[src/rtl/sticker_scanner.sv]
// Sticker colour scanner: walks every corner/edge sticker, requests setup moves,
// debounces the sensor code over SAMPLES cycles and assembles the cube state word.
module sticker_scanner #(
  parameter int COLOR_W    = 3,
  parameter int NUM_CORNER = 24,
  parameter int NUM_EDGE   = 24,
  parameter int NUM_COLORS = 6,
  parameter int SAMPLES    = 3,
  parameter int MAX_RETRY  = 4,
  parameter logic [6*COLOR_W-1:0] CENTERS = {COLOR_W'(5), COLOR_W'(4), COLOR_W'(3),
                                             COLOR_W'(2), COLOR_W'(1), COLOR_W'(0)}
) (
  input  logic                                         clock,
  input  logic                                         reset_n,
  input  logic                                         start,
  input  logic [COLOR_W-1:0]                           corner_color,
  input  logic [COLOR_W-1:0]                           edge_color,
  input  logic                                         moves_done,
  input  logic                                         sensor_stable,
  output logic                                         setup_req,
  output logic [7:0]                                   setup_idx,
  output logic [(NUM_CORNER+NUM_EDGE+6)*COLOR_W-1:0]   cubestate,
  output logic                                         busy,
  output logic                                         done,
  output logic                                         error,
  output logic [2:0]                                   dbg_state
);
  localparam int N = NUM_CORNER + NUM_EDGE;
  localparam logic [7:0]       FIRST_EDGE = 8'(NUM_CORNER);
  localparam logic [7:0]       LAST_IDX   = 8'(N - 1);
  localparam logic [COLOR_W:0] NC_LIMIT   = (COLOR_W+1)'(NUM_COLORS);
  localparam logic [3:0]       LAST_SAMP  = 4'(SAMPLES - 1);
  localparam logic [3:0]       LAST_RETRY = 4'(MAX_RETRY - 1);

  typedef enum logic [2:0] {
    S_IDLE, S_REQ, S_WAIT_MOVE, S_WAIT_STABLE, S_SAMPLE, S_COMMIT, S_DONE, S_ERR
  } state_t;

  state_t                 state;
  logic [N*COLOR_W-1:0]   stickers;
  logic [COLOR_W-1:0]     ref_color;
  logic [3:0]             sample_cnt;
  logic [3:0]             retry_cnt;
  logic [COLOR_W-1:0]     sel_color;
  logic                   sel_valid;
  logic                   sample_ok;

  assign sel_color = (setup_idx < FIRST_EDGE) ? corner_color : edge_color;
  assign sel_valid = ({1'b0, sel_color} < NC_LIMIT);
  // The first sample of a window only has to be valid; it becomes the reference.
  assign sample_ok = sel_valid && ((sample_cnt == 4'd0) || (sel_color == ref_color));

  assign cubestate = {CENTERS, stickers};
  assign dbg_state = state;

  // Handshake: setup_req is a one-cycle pulse (the REQ cycle); the mover answers
  // with a one-cycle moves_done pulse, honoured only while waiting in WAIT_MOVE.
  always_ff @(posedge clock or negedge reset_n) begin
    if (!reset_n) begin
      state      <= S_IDLE;
      stickers   <= '0;
      ref_color  <= '0;
      sample_cnt <= '0;
      retry_cnt  <= '0;
      setup_idx  <= '0;
      setup_req  <= 1'b0;
      busy       <= 1'b0;
      done       <= 1'b0;
      error      <= 1'b0;
    end else begin
      setup_req <= 1'b0;
      case (state)
        S_IDLE, S_DONE, S_ERR: begin
          if (start) begin
            stickers   <= '0;
            setup_idx  <= '0;
            retry_cnt  <= '0;
            sample_cnt <= '0;
            setup_req  <= 1'b1;
            busy       <= 1'b1;
            done       <= 1'b0;
            error      <= 1'b0;
            state      <= S_REQ;
          end
        end
        S_REQ: state <= S_WAIT_MOVE;
        S_WAIT_MOVE: begin
          if (moves_done) state <= S_WAIT_STABLE;
        end
        S_WAIT_STABLE: begin
          if (sensor_stable) begin
            sample_cnt <= '0;
            state      <= S_SAMPLE;
          end
        end
        S_SAMPLE: begin
          if (!sensor_stable) begin
            state <= S_WAIT_STABLE;
          end else if (sample_ok) begin
            if (sample_cnt == 4'd0) ref_color <= sel_color;
            if (sample_cnt == LAST_SAMP) state <= S_COMMIT;
            else sample_cnt <= sample_cnt + 4'd1;
          end else begin
            retry_cnt <= retry_cnt + 4'd1;
            if (retry_cnt == LAST_RETRY) begin
              busy  <= 1'b0;
              error <= 1'b1;
              state <= S_ERR;
            end else begin
              state <= S_WAIT_STABLE;
            end
          end
        end
        S_COMMIT: begin
          stickers[int'(setup_idx)*COLOR_W +: COLOR_W] <= ref_color;
          retry_cnt <= '0;
          if (setup_idx == LAST_IDX) begin
            busy  <= 1'b0;
            done  <= 1'b1;
            state <= S_DONE;
          end else begin
            setup_idx <= setup_idx + 8'd1;
            setup_req <= 1'b1;
            state     <= S_REQ;
          end
        end
        default: state <= S_IDLE;
      endcase
    end
  end
endmodule

[config.mk]
export PLATFORM = sky130hd
export DESIGN_NAME = sticker_scanner
export DESIGN_NICKNAME = d
export VERILOG_FILES = /design/src/rtl/sticker_scanner.sv
export SDC_FILE = /design/constraint.sdc
export NUM_CORES = 1
export LEC_CHECK = 0
export ABC_CLOCK_PERIOD_IN_PS = 2900
export BUFFER_PORTS_ARGS = -buffer_cell sky130_fd_sc_hd__buf_2
export CELL_PAD_IN_SITES_DETAIL_PLACEMENT = 2
export CELL_PAD_IN_SITES_GLOBAL_PLACEMENT = 2
export CORE_UTILIZATION = 31
export DETAILED_ROUTE_END_ITERATION = 6
export PLACE_DENSITY = 0.74
export SLEW_MARGIN = 20
export SYNTH_ARGS = -nofsm -noshare
export SYNTH_HDL_FRONTEND = slang
export SYNTH_SLANG_ARGS = --single-unit
[constraint.sdc]
create_clock -name clock -period 2.9 [get_ports clock]
set_input_delay 0.145 -clock clock [delete_from_list [all_inputs] [get_ports clock]]
set_output_delay 0.145 -clock clock [all_outputs]
set_load 0.02 [all_outputs]
== Word-level counts from Yosys, hierarchy flattened ==
Index checks and enable logic that the tools add are counted.

* Register bits after elaboration: 170
* Input bits: 11
* Output and inout port bits: 177
* Word-level logic and storage cells: 100

* $add $sub $neg: 4
* Multiply operators: 1
* Order comparisons: 2
* Eq/ne operators: 22
* Shift-type cells: 2
* Muxes and demuxes: 41
* Reduce and logical (&&, ||, !) cells: 18

{| class="wikitable"
|+ Operators by type and width
! operator !! number
|-
| one-hot mux 144 bit (2 select lines) || 1
|-
| bitwise mux 144 bit || 1
|-
| 2-to-1 mux 144 bit || 1
|-
| variable shift 3 x 33 -> 144 bit (first input constant) || 1
|-
| indexed part select 3 x 33 -> 144 bit || 1
|-
| negator 10 -> 33 bit || 1
|-
| 2-to-1 mux 4 bit || 7
|-
| 2-to-1 mux 3 bit || 9
|-
| one-hot mux 4 bit (3 select lines) || 2
|-
| != test 2 bit (second input constant) || 10
|-
| one-hot mux 3 bit (6 select lines) || 1
|-
| 2-to-1 mux 8 bit || 2
|-
| one-hot mux 8 bit (2 select lines) || 1
|-
| == test 3 bit (second input constant) || 4
|-
| 2-to-1 mux 1 bit || 12
|-
| AND reduction 4 bit || 3
|-
| AND reduction 6 bit || 2
|-
| multiplier 8 x 2 -> 10 bit (second input constant) || 1
|-
| adder 4 x 1 -> 4 bit (second input constant) || 2
|-
| adder 8 x 1 -> 8 bit (second input constant) || 1
|-
| == test 4 x 2 -> 1 bit (second input constant) || 2
|-
| == test 8 x 6 -> 1 bit (second input constant) || 1
|-
| < comparator 8 x 5 -> 1 bit (second input constant) || 1
|-
| == test 3 x 2 -> 1 bit (second input constant) || 2
|-
| 16 further kinds || 21
|}

== Longest topological paths before layout ==
Gate-level depths: netlist (run 1).

* Depth after elaboration: 8
* Mapped depth: 9

== Worst setup path after synthesis (run 1) ==
Ideal clock, no wire load.

* Kind: register -> register
* Start point: register setup_idx[0]
* End point: register stickers[18]
* Setup time: 0.080 ns
* Arrival: 2.477 ns
* Data required time: 2.820 ns
* Path slack: 0.344 ns
* Stages on the path, launching flop included: 10
* Cells stage by stage: dfrtp_1 > inv_1 > ha_1 > nor4b_2 > xor2_1 > o31ai_2 > nand2_1 > buf_4 > nor3_2 > mux2i_1

* Word-level cells in the longest chain between the ends: 5
* Elaborated cells between the ends (all ways): 6
* Those cells by class: 1 x add/sub; 1 x mul; 2 x shift; 2 x mux

{| class="wikitable"
|+ RTL lines
! element !! line !! source
|-
| from (decl) || 21 || <nowiki>output logic [7:0] setup_idx,</nowiki>
|-
| from (signal assigned) || 122 || <nowiki>setup_idx <= setup_idx + 8'd1;</nowiki>
|-
| multiplier 8 x 2 -> 10 bit (*) || 115 || <nowiki>stickers[int'(setup_idx)*COLOR_W +: COLOR_W] <= ref_color;</nowiki>
|-
| negator 10 -> 33 bit (*) || 115 ||
|-
| indexed part select 3 x 33 -> 144 bit or variable shift 3 x 33 -> 144 bit (tied branches) || 115 ||
|-
| bitwise mux 144 bit (*) || 115 ||
|-
| one-hot mux 144 bit (2 select lines) (*) || 72 || <nowiki>case (state)</nowiki>
|-
| to (signal, indexed assignment) || 115 ||
|-
| to (decl) || 40 || <nowiki>logic [N*COLOR_W-1:0] stickers;</nowiki>
|}

Mark *: on every way between the ends. The rest lies on a longest branch, timed or not.
A chain may end at the register's enable or synchronous reset.

== Worst setup path in the final report (run 1) ==
* Start point: register setup_idx[0]
* End point: register stickers[17]

Same word-level chain as after synthesis.

==> results.yml, run 1 <==
status:
  status: "finished clean"
finish:
  drive_gt1_share_pct: 29.5
  multi_input_area_um2: 3930
  diodes: 0
  postLayoutCellArea_um2: 10500
  layout.nets: 1022
  syn_to_final_growth_pct: 24.6
  num-fill-cells: 2840
  seq_area_um2: 4250
timing:
  post-route-period-util_pct: 97.4
  tightest_slew_ps: 935
  finalMaxSlewViolations: 0
  fin_skew_ps: 11.3
  rsz0062_at_grt: "yes"
  period_needed_ps: 2820
  max_slew_margin_pct: 37.2
  hold_violations: 0
  setup_viol: 0
  max_freq_mhz: 354
floorplan:
  start_util_pct: 32.0
  chipHeight_um: 167
  dieArea_um2: 27800
  fp.coreArea_um2: 26400
  io_pins: 188
  num_rows: 59
  die-width_um: 167
placement:
  placed_cell_area_um2: 9820
  port_buffers: 169
  dpl.hpwl_mm: 20.8
  place.gp.congestion: 0.783
drt:
  dr.pass1.iters: 4
  viasPerCell: 5.17
  vias: 6995
  drtAntennaViolNets: 0
  routedWlPerCell_um: 21.3
  drc: 0
  routed_wl_mm: 28.8
  drtIter0Drc: 377
logic_synthesis:
  synth-seq-cells: 170
  synth_area_um2: 8420
  synth_top_area_share_pct: 50.5
  yosysUniqueCellTypes: 68
  async_reset_ff_share_pct: 100
  synth_warnings: 0
  postSynthAreaPerCell_um2: 10.3
  synth_top_area_cell: "dfrtp_1"
  synthFlopType: "dfrtp_1"
  synth_edf_count: 0
  yosys-top-cells-area: "dfrtp_1 (51%), mux2i_1 (12%), nand2_1 (6.4%)"
  yosysSeqAreaShare_pct: 50.5
  synth_cells: 816
worst_setup_path:
  crit_family: "simple AND/OR/NAND/NOR gates"
  cp_max_fo: 13
  cp.required_ps: 3230
  crit_chain: "inv_1, ha_1, nor4b_2, xor2_1, o31ai_4, nand2_1, buf_4, nor3_2, mux2i_1"
  path_buf_inv: 2
  worstSetupEndpointType: "flop"
  cp_data_arrival_time_ps: 3150
  crit_slowest_cell: "dfrtp_1"
  path_class: "flop to flop"
  cp_slowest_stage_delay_ps: 380
  start_kind: "flop"
cts:
  cts_tree: "done"
  cts_inserted_buffers: 17
  cts.sink_count: 170
  clock_latency_ps: 430
  clock-root-buffer: "clkbuf_16"
  post-cts-setup-buffer-count: 0
  path_clk_slew_ps: 70
  cts-htree-levels: 4
  clk_path_buf_depth: 2
power:
  p_leak_uw: 0.00507
  p_total_uw: 7770
  peakVddDrop_uv: 307
  powerDensity_nw_per_um2: 741
global_route:
  grt_usage_pct: 21.2
  overflow: 0
  grt_max_degree: 85
  antenna_found_initial: 0
  grt_pass1_wl_mm: 45.8
  grt_pass1_vias: 7694
job:
  max_cap_viol_count: 0
min_path:
  hp-class: "input port to flop"
## power breakdown
part	switching, uW	total, uW	internal (uW)
clock network	1110	2340	1240
logic	2000	2800	805
registers	148	2620	2480
total	3250	7770	4520
## kinds of logic after synthesis
logic type / count (synthesis) / share of synthesized area, %
fa+ha+maj: 6 / 0.891
simple gates: 338 / 21.4
xor+xnor: 16 / 1.66
compound gates: 111 / 9.12
mux: 99 / 11.8
buf+inv: 74 / 4.50
flops: 170 / 50.5
other cells: 2 / 0.0892
## state kept, by name, summed over array words and instances, names as in the netlist
register and cells:
setup_idx 8, done 1, setup_req 1, retry_cnt 4, busy 1, ref_color 3, stickers 144, dbg_state 3
sample_cnt 4, error 1
## placed cells by master (no fill, tap or decap), types with 7 or more instances in the layout
cell | netlist | final
conb_1 | 2 | 18
nor2_1 | 35 | 35
nor3_2 | 16 | 12
a22o_1 | 8 | 8
nand3_1 | 60 | 60
buf_4 | 20 | 44
mux2i_1 | 98 | 98
o22ai_1 | 10 | 10
nor3_1 | 15 | 14
nand4_1 | 11 | 11
inv_1 | 11 | 11
clkbuf_16 | 0 | 17
nand2_1 | 143 | 143
o21ai_0 | 42 | 42
buf_2 | 9 | 168
xor2_1 | 9 | 8
nor2b_1 | 7 | 7
nor3_4 | 10 | 15
a21oi_1 | 10 | 10
dfrtp_1 | 170 | 170
## routing by layer
metal / wire length [um] / GRT usage, % / up-vias / part of all wire [%]
met1: 13200 / 28.2 / 3627 / 46
met4: 319 / 5.35 / 0 / 1.1
met5: 0 / 0 / - / 0
met2: 14400 / 35.4 / 146 / 50
li1: - / - / 3204 / -
met3: 919 / 3.83 / 18 / 3.2
## layout make-up
| cell class | count | area share (%) |
|---|---|---|
| flip-flops and latches | 170 | 40.5 |
| multi-input cells | 588 | 37.4 |
| repair buffers | 217 | 11.9 |
| clock buffers | 17 | 4.05 |
| well taps | 335 | 4.00 |
| clock inverters | 15 | 1.62 |
| inverters | 11 | 0.394 |
## metrics by stage
step           util (%)  TNS (ps)  worst slack, ps  hold slack (ps)  cells
2_1_floorplan         -         0              344             -151    832
3_3_place_gp       37.3         0              230              122   1320
3_5_place_dp       37.3         0             89.2              130   1320
4_1_cts            39.6         0             34.2             93.0   1353
5_1_grt            39.8      -399            -97.5              140   1353
6_report           39.8         0             76.5              114   1353
## worst min-delay path, stage by stage
cell and delay, ps:
buf_2 110, mux2i_1 80, nand2_1 90, a21oi_1 70
## what timing repair did
| action | 4_1_cts | 5_1_grt |
|---|---|---|
| endpoints found under the setup margin | 3 | 49 |
| endpoints found under the hold margin | 46 | 0 |
| resized for setup | 1 | 8 |
| hold buffers | 1 | 0 |
## final timing paths
kind / start / slack [ps] / cells past startpoint / end
worst max-delay path: setup_idx[0] / 80 / 9 / stickers[17]
worst min-delay path: corner_color[2] / 110 / 4 / ref_color[1]
worst max register to register: setup_idx[0] / 80 / 9 / stickers[17]
worst min register to register: stickers[60] / 510 / 2 / stickers[60]
max in group asynchronous: reset_n / 1790 / 3 / stickers[36]
min in group asynchronous: reset_n / 220 / 2 / stickers[89]
## Yosys cell counts, types with 3 or more instances
cell,count
dfrtp_1,170
nand2_1,143
mux2i_1,98
nand3_1,60
o21ai_0,42
nor2_1,35
clkbuf_1,32
buf_4,20
nor3_2,16
nor3_1,15
inv_1,11
nand4_1,11
a21oi_1,10
nor3_4,10
o22ai_1,10
buf_2,9
xor2_1,9
a22o_1,8
nor2b_1,7
xnor2_1,7
ha_1,6
o21a_1,6
a32o_1,5
and3_1,5
o211ai_1,5
and2_1,4
nand2b_1,4
nor2_2,4
a21boi_0,3
a31o_2,3
nand3b_1,3
o21ai_1,3
No activity file was read; power rests on OpenSTA's default activity.
==> inputs of run 2 (changes only) <==
- ABC_CLOCK_PERIOD_IN_PS: 2900 -> 3290
- clock period: 2.9 -> 3.29 ns (I/O delays scaled with it)
==> results.yml, run 2 (synthesis results as in run 1) <==
drt:
  vias: 7016
  dr.pass1.iters: 4
  routedWlPerCell_um: 21.5
  viasPerCell: 5.25
  drtAntennaViolNets: 0
  drc: 0
  routed_wl_mm: 28.7
  drtIter0Drc: 305
power:
  powerDensity_nw_per_um2: 646
  p_leak_uw: 0.00490
  peakVddDrop_uv: 306
  p_total_uw: 6650
worst_setup_path:
  path_class: "flop to flop"
  cp_data_arrival_time_ps: 3400
  worst-r2r-setup-slack_ps: 250
  start_kind: "flop"
  cp.required_ps: 3650
  worstSetupEndpointType: "flop"
  cp_max_fo: 9
placement:
  dpl.hpwl_mm: 20.7
  pre_cts_ws_ps: 327
  place.gp.congestion: 0.787
  placed_cells: 1304
  port_buffers: 169
finish:
  max_flop_register: "stickers"
  drive_gt1_share_pct: 28.0
  final_cell_mix: "dfrtp_1 (170), buf_2 (168), nand2_1 (143)"
  syn_to_final_growth_pct: 22.3
  largest_reg_flops: 144
  final_cells: 1337
  diodes: 0
  largestRegisters: "stickers (144), setup_idx (8)"
  layout.nets: 1006
  final_common_cell: "dfrtp_1"
timing:
  max_slew_margin_pct: 50.2
  post-route-period-util_pct: 92.4
  fin_skew_ps: 13.4
  setup_ws_ps: 250
  period_needed_ps: 3040
  max_freq_mhz: 329
  hold_violations: 0
  setup_viol: 0
  setup-tns-final_ps: 0
  tightest_slew_ps: 748
  finalMaxSlewViolations: 0
  worst_hold_slack_ps: 94.5
  rsz0062_at_grt: "no"
global_route:
  antenna_found_initial: 0
  overflow: 0
  grt_max_degree: 92
  grt_usage_pct: 21.2
  grt_pass1_vias: 7630
  grt_pass1_wl_mm: 45.4
status:
  status: "finished clean"
job:
  max_cap_viol_count: 0
cts:
  cts_tree: "done"
  cts.sink_count: 170
  clock-root-buffer: "clkbuf_16"
  cts_inserted_buffers: 17
  cts-htree-levels: 4
  clk_path_buf_depth: 2
  clock_latency_ps: 440
  path_clk_slew_ps: 80
  cts.repair.resized: 0
floorplan:
  num_rows: 59
  chipHeight_um: 167
  fp.coreArea_um2: 26400
  io_pins: 188
  die-width_um: 167
  dieArea_um2: 27800
  start_util_pct: 32.0
min_path:
  hp-class: "input port to flop"
## run 2: metal layers
metal	GRT usage [%]	vias up	part of all wire [%]
li1	-	3171	-
met1	27.8	3668	45
met2	35.8	148	50
met3	3.47	29	3.6
met4	6.24	0	1.3
met5	0	-	0
## run 2: worst max-delay path, stage by stage (launching register included)
cell	delay, ps
dfrtp_1	460
inv_1	100
ha_1	270
nor4b_2	340
xor2_1	200
o31ai_2	240
nand2_1	380
buf_4	320
nor3_2	370
mux2i_1	270
## run 2: final timing paths
kind	start	cells past startpoint	endpoint
setup / recovery	setup_idx[1]	9	stickers[18]
hold / removal	edge_color[0]	3	ref_color[0]
setup reg to reg	setup_idx[1]	9	stickers[18]
hold reg to reg	stickers[61]	2	stickers[61]
max in group asynchronous	reset_n	3	stickers[26]
min in group asynchronous	reset_n	2	stickers[93]
## run 2: cell type report
| class | instances | area [um^2] |
|---|---|---|
| fill | 2880 | 16100 |
| clock buffer | 20 | 457 |
| timing repair buffer | 201 | 1130 |
| multi-input combinational | 588 | 3870 |
| inverter | 11 | 41.3 |
| tap | 335 | 419 |
| clock inverter | 12 | 129 |
| sequential | 170 | 4250 |
## run 2: stage by stage
| stage | area [um^2] | utilization (%) |
|---|---|---|
| after CTS | 10300 | 39.1 |
| after detailed placement | 9700 | 36.8 |
| after global placement | 9700 | 36.8 |
| after global routing | 10300 | 39.1 |
| final | 10300 | 39.1 |
| after floorplan | 8480 | - |
## run 2: repair_timing
action,CTS,global route
hold buffers,1,0
hold endpoints to repair,69,0
buffers inserted,0,0
## run 2: report_power, final
part / internal, uW / total, uW / switching, uW
registers: 2180 / 2340 / 156
clock network: 1110 / 2040 / 936
logic: 622 / 2270 / 1650
total: 3910 / 6650 / 2740
